[config.mk]
export PLATFORM = sky130hd
export DESIGN_NAME = sync_fifo
export DESIGN_NICKNAME = d
export VERILOG_FILES = /design/src/rtl/uart_bus_model_fifo.sv
export SDC_FILE = /design/constraint.sdc
export NUM_CORES = 1
export LEC_CHECK = 0
export CAP_MARGIN = 20
export CORE_ASPECT_RATIO = 0.8
export CORE_MARGIN = 5
export CORE_UTILIZATION = 30
export CTS_CLUSTER_DIAMETER = 200
export DETAILED_ROUTE_END_ITERATION = 16
export GPL_TIMING_DRIVEN = 1
export SETUP_SLACK_MARGIN = 0.02
export SYNTH_ARGS = -nofsm -noshare
export SYNTH_HDL_FRONTEND = slang
export SYNTH_SLANG_ARGS = --single-unit
[constraint.sdc]
create_clock -name clk -period 3.2 [get_ports clk]
set_clock_uncertainty 0.15 [all_clocks]
set_input_delay 0.96 -clock clk [delete_from_list [all_inputs] [get_ports clk]]
set_output_delay 0.96 -clock clk [all_outputs]
set_load 0.05 [all_outputs]
[src/rtl/uart_bus_model_fifo.sv]
// -----------------------------------------------------------------------------
// sync_fifo
//   Single-clock FIFO used for both the RX (host -> CPU) and TX capture
//   (CPU -> host) byte queues. Push and pop in the same cycle are both
//   honoured; a push into a full FIFO is accepted only if a pop frees the slot
//   in that same cycle. Pops of an empty FIFO are ignored.
//
// Ports:
//   clk, rst         clock, asynchronous active-low reset
//   push, push_data  write request and data
//   pop              read request (head advances on the clock edge)
//   pop_data         current head entry (valid when !empty)
//   full, empty      occupancy flags, derived from the registered count
//   count            number of stored entries, 0..DEPTH
// -----------------------------------------------------------------------------
module sync_fifo #(
  parameter int WIDTH = 8,
  parameter int DEPTH = 16
) (
  input  logic                   clk,
  input  logic                   rst,
  input  logic                   push,
  input  logic [WIDTH-1:0]       push_data,
  input  logic                   pop,
  output logic [WIDTH-1:0]       pop_data,
  output logic                   full,
  output logic                   empty,
  output logic [$clog2(DEPTH):0] count
);

  localparam int AW = $clog2(DEPTH);

  logic [WIDTH-1:0] mem [DEPTH];
  logic [AW-1:0]    wr_ptr;
  logic [AW-1:0]    rd_ptr;
  logic             push_ok;
  logic             pop_ok;

  assign empty    = (count == '0);
  assign full     = (count == (AW+1)'(DEPTH));
  assign pop_ok   = pop && !empty;
  assign push_ok  = push && (!full || pop_ok);
  assign pop_data = mem[rd_ptr];

  // NOTE: sequential state uses non-blocking assignments so every flop samples
  // the pre-edge values of its neighbours, independent of statement order.
  always_ff @(posedge clk or negedge rst) begin
    if (!rst) begin
      wr_ptr <= '0;
      rd_ptr <= '0;
      count  <= '0;
    end else begin
      // DEPTH is a power of two, so the pointers wrap naturally.
      if (push_ok) wr_ptr <= wr_ptr + AW'(1);
      if (pop_ok)  rd_ptr <= rd_ptr + AW'(1);
      if (push_ok && !pop_ok)      count <= count + (AW+1)'(1);
      else if (pop_ok && !push_ok) count <= count - (AW+1)'(1);
    end
  end

  // NOTE: the storage array has no reset; the pointers and count define which
  // entries are meaningful, so clearing the data would only cost logic.
  always_ff @(posedge clk) begin
    if (push_ok) mem[wr_ptr] <= push_data;
  end

endmodule

== Yosys cells after proc, flatten, opt, wreduce, memory -nomap -nowiden ==
Memory sizes are Yosys's and may differ from the RTL's.
Index checks and enable logic that the tools add are counted.

* Bits in registers: 13
* Memory bits (writable): 128
* Input bits: 12
* Output and inout bits: 15
* Word-level logic and storage cells: 24
* Memories: 1

* $add $sub $neg: 4
* Equal/unequal tests: 1
* Muxes and demuxes: 4
* Reductions and logical operators: 11

{| class="wikitable"
|+ Memory list
! memory !! words !! width !! rd ports !! clocked after Yosys merged registers in !! write ports !! line !! source
|-
| mem || 16 || 8 || 1 || 0 || 1 || 33 || <nowiki>logic [WIDTH-1:0] mem [DEPTH];</nowiki>
|}

{| class="wikitable"
|+ Operators by type and width
! kind !! number
|-
| 5-bit two-way mux || 2
|-
| 4-bit by 1-bit adder with 4-bit output, second input constant || 2
|-
| 5-bit by 1-bit adder with 5-bit output, second input constant || 1
|-
| 5-bit == test, second input constant || 1
|-
| 5-bit logical NOT || 1
|-
| 5-bit by 1-bit subtractor with 5-bit output, second input constant || 1
|-
| 1-bit logical AND || 4
|-
| 1-bit logical NOT || 4
|-
| 1-bit two-way mux || 2
|-
| 2-bit nonzero test || 1
|-
| 1-bit logical OR || 1
|}

== Logic depth before layout (Yosys ltp) ==
* Word-level depth: 9
* Mapped depth: 10
* Mapped depth without buffers: 10

== Worst setup path after synthesis ==
Ideal clock, no wire load.

* Path kind: flip-flop to flip-flop
* Start point: reg count[0]
* End point: reg count[4]
* Library setup time: 0.143 ns
* Arrival time: 2.822 ns
* Data required time: 2.907 ns
* Setup slack: 0.085 ns
* Cell stages (with the launch flop): 11
* Buffers on the path: 1
* Clock period less this slack: 3.115 ns
* Cell sequence: dfrtp_1 or4_4 o31a_1 buf_6 ha_1 inv_1 ha_1 a21o_1 a21oi_1 mux2i_1 xnor2_1

* Cells in the longest elaborated chain, start to end: 8
* Elaborated cells on any way between the ends: 16
* Classes of those cells: add/sub (2); eq/ne (1); mux (2); reduce/logical (11)

{| class="wikitable"
|+ RTL lines
! item !! line !! source
|-
| start, declared || 28 || <nowiki>output logic [$clog2(DEPTH):0] count</nowiki>
|-
| start signal, assigned || 56 || <nowiki>if (push_ok && !pop_ok) count <= count + (AW+1)'(1);</nowiki>
|-
| start signal, assigned || 57 || <nowiki>else if (pop_ok && !push_ok) count <= count - (AW+1)'(1);</nowiki>
|-
| 5-bit logical NOT || 39 || <nowiki>assign empty = (count == '0);</nowiki>
|-
| 1-bit logical NOT || 41 || <nowiki>assign pop_ok = pop && !empty;</nowiki>
|-
| 1-bit logical AND || 41 ||
|-
| 1-bit logical OR * || 42 || <nowiki>assign push_ok = push && (!full || pop_ok);</nowiki>
|-
| 1-bit logical AND * || 42 ||
|-
| net push_ok || 36 || <nowiki>logic push_ok;</nowiki>
|-
| 1-bit logical NOT || 57 ||
|-
| 1-bit logical AND || 57 ||
|-
| 2-bit nonzero test (no source line) || n/a ||
|}

Mark *: on every way through the listed nets, which the timed path passes. The rest lies on a longest branch. The select of a mux whose other input is x is not followed.
A chain may end at the register's enable or synchronous reset.

== Worst setup path in the final report ==
* Start point: reg rd_ptr[0]
* End point: out pop_data[2]

* Cells in the longest elaborated chain, start to end: 1

{| class="wikitable"
|+ RTL lines
! item !! line !! source
|-
| start, declared || 35 || <nowiki>logic [AW-1:0] rd_ptr;</nowiki>
|-
| start signal, assigned || 55 || <nowiki>if (pop_ok) rd_ptr <= rd_ptr + AW'(1);</nowiki>
|-
| memory 16 x 8 bit || n/a ||
|-
| end, declared || 25 || <nowiki>output logic [WIDTH-1:0] pop_data,</nowiki>
|}

Every way passes these cells.

==> flow_summary.yaml <==
floorplan:
  pin_count: 27
  initial_core_util: 0.303
  die-area_mm2: 0.0219
  design.core.area_mm2: 0.0189
  rows: 45
  fp.dieH_um: 133
  die_w_um: 164
route:
  drc: 0
  drt_iter0_markers: 337
  ant_nets: 0
  wirelength_mm: 12.6
  firstDrtPassIters: 4
  viasPerCell: 4.64
  vias: 3101
  wire_per_inst_um: 18.8
clock_tree:
  cts_buffers: 17
  clkLatencyLatePin_ns: 0.41
  clk_path_buf_depth: 2
  cts_tree: "yes"
  clkSlewWorstSetupHoldPaths_ns: 0.06
  htree_levels: 4
  clock_sinks: 141
  clock_tree.root_cell: "clkbuf_16"
  cts_hold_buf: 0
cells_and_area:
  multi_input_area_mm2: 0.00162
  diodes: 0
  area_growth_pct: 32.2
  nets: 420
  stdcell_area_mm2: 0.00756
  postLayoutCoreUtil: 0.401
  drive_above_1_share: 0.326
  sequential_cell_area_mm2: 0.00417
  nFillCells: 1683
  final_common_cell: "edfxtp_1"
  fin_cells: 669
  final_cell_mix: "edfxtp_1, buf_4, mux2i_1"
worst_setup_path:
  critPathArrivalTime_ns: 2.12
  crit_type: "register to output port"
  critPathRequiredTime_ns: 2.09
  start_kind: "register"
  cp_max_fo: 7
  reg2regPathDepth: 10
  cp-end-kind: "output port"
global_route:
  grt_max_degree: 17
  grt_pass1_wl_mm: 19.1
  grt_pass1_vias: 3211
  gr-usage-met1: 0.159
  antenna_found_initial: 0
  met3_usage: 0.0343
  busiest_layer: "met2"
  track_usage: 0.120
  grt_overflow_total: 0
  groute.layer.met2.usage: 0.190
pwr:
  combPwrFrac: 0.422
  powerDensity_mw_per_mm2: 1040
  switching_share: 0.344
  p_switching_w: 0.00271
  clockPowerShare: 0.271
  ir_drop_mv: 0.686
  power_frac_seq: 0.307
  leakagePower_nw: 2.70
  p_int_w: 0.00518
  totalPowerFinal_w: 0.00789
synthesis:
  synth_nets: 345
  avgSynthCellArea_um2: 17.7
  yosysWarnings: 0
  syn-cell-area_mm2: 0.00572
  ys_types: 32
  ys_seq_area_frac: 0.729
  syn-instance-count: 323
  ys_ff_latch: 141
min_path:
  hold_depth: 1
  hold_path.class: "register to register"
sta:
  rsz0062_at_grt: "true"
  finalSetupViolCount: 6
  slew_headroom: 0.575
  fin_ws_ns: -0.0350
  hold_viol_final: 0
  fmax_mhz: 309
  period_share: 1.01
  min_period_ns: 3.23
  report.final.slew_viol_count: 0
  tightest_slew_ns: 0.635
placed_design:
  dpl.hpwl_mm: 7.92
  place_congestion: 0.820
  postPlaceCellArea_mm2: 0.00650
  dp.cells: 627
  io_buffers: 26
status:
  failed_checks: "setup timing"
  status: "finished, violations left"
run:
  max_cap_violations: 0
## worst paths after layout
path	endpoint	start	slack [ns]
max reg2reg	count[4]$_DFFE_PN0P_	count[0]$_DFFE_PN0P_	0.26
min in group asynchronous	rd_ptr[3]$_DFFE_PN0P_	rst	0.78
max	pop_data[2]	rd_ptr[0]$_DFFE_PN0P_	-0.03
min	rd_ptr[2]$_DFFE_PN0P_	rd_ptr[2]$_DFFE_PN0P_	0.37
max in group asynchronous	rd_ptr[0]$_DFFE_PN0P_	rst	1.69
min reg2reg	rd_ptr[2]$_DFFE_PN0P_	rd_ptr[2]$_DFFE_PN0P_	0.37
## power groups by stage
stage	registers [W]	logic, W	clock network [W]
2_1_floorplan	0.00249	0.00171	0
3_3_place_gp	0.00244	0.00265	0
3_5_place_dp	0.00245	0.00268	0
4_1_cts	0.00242	0.00309	0.00218
5_1_grt	0.00245	0.00354	0.00229
6_report	0.00242	0.00333	0.00214
## synthesized netlist by cell type
| library cell | instances | area (µm²) |
|---|---|---|
| a21o_1 | 1 | 7.51 |
| a21o_2 | 1 | 8.76 |
| a21oi_1 | 2 | 10.0 |
| a221oi_1 | 16 | 140 |
| a22oi_1 | 8 | 60.1 |
| and2_1 | 1 | 6.26 |
| buf_1 | 1 | 3.75 |
| buf_2 | 11 | 55.1 |
| buf_6 | 1 | 11.3 |
| clkbuf_1 | 5 | 18.8 |
| dfrtp_1 | 13 | 325 |
| edfxtp_1 | 128 | 3840 |
| fa_1 | 1 | 20.0 |
| ha_1 | 9 | 113 |
| inv_1 | 6 | 22.5 |
| mux2_2 | 1 | 11.3 |
| mux2i_1 | 33 | 330 |
| mux4_2 | 16 | 360 |
| nand2_1 | 19 | 71.3 |
| nand2_4 | 1 | 11.3 |
| nand2b_1 | 2 | 12.5 |
| nand3_1 | 1 | 5.00 |
| nand4_2 | 1 | 12.5 |
| nor2_1 | 16 | 60.1 |
| nor2b_1 | 1 | 6.26 |
| nor3_1 | 4 | 20.0 |
| o21a_1 | 1 | 7.51 |
| o21ai_0 | 11 | 55.1 |
| o31a_1 | 1 | 8.76 |
| or4_4 | 1 | 11.3 |
| xnor2_1 | 9 | 78.8 |
| xor2_1 | 1 | 8.76 |
## through the flow
| step | setup TNS [ns] | worst slack, ns | hold WS [ns] |
|---|---|---|---|
| final | -0.0913 | -0.0350 | 0.373 |
| after global routing | -0.732 | -0.117 | 0.422 |
| after CTS | -0.214 | -0.0530 | 0.380 |
| after detailed placement | -0.0848 | -0.0644 | 0.368 |
| after global placement | 0 | 0.00599 | 0.360 |
| after floorplan | 0 | 0.0849 | 0.393 |
## worst max-delay path, stage by stage (launching register included)
cell,delay (ns)
dfrtp_2,0.42
buf_6,0.15
buf_12,0.14
mux4_2,0.50
a22oi_1,0.19
nand2_1,0.13
buf_6,0.18
## layout make-up
type | count | area share
sequential | 141 | 0.552
multi-input combinational | 158 | 0.215
timing repair buffer | 74 | 0.102
clock buffer | 17 | 0.0563
tap | 258 | 0.0427
clock inverter | 15 | 0.0298
inverter | 6 | 0.00298
## logic make-up (layout without fill, tap and decap cells)
family / after synthesis / after routing / synth area share
flip-flops: 141 / 141 / 0.729
multiplexers: 50 / 50 / 0.123
AND/OR/NAND/NOR: 47 / 47 / 0.0379
AO/OA/AOI/OAI: 41 / 41 / 0.0521
buffers and inverters: 24 / 112 / 0.0195
adder cells (fa/ha/maj): 10 / 10 / 0.0232
XOR/XNOR: 10 / 10 / 0.0153
## routing by layer
layer	vias up	routed length, µm
li1	1433	-
met5	-	0
met1	1573	5330
met4	0	158
met2	82	6360
met3	13	743
## what timing repair did
item / in CTS / in global routing
cloned: 3 / 2
setup buffers: 3 / 2
gates resized for setup: 26 / 23
pin swaps: 8 / 18
setup endpoints to repair: 8 / 8
## state kept, by name (all words and copies together), names as in the netlist
| name | flops |
|---|---|
| count | 5 |
| mem | 128 |
| rd_ptr | 4 |
| wr_ptr | 4 |
No activity file was read; power rests on OpenSTA's default activity.
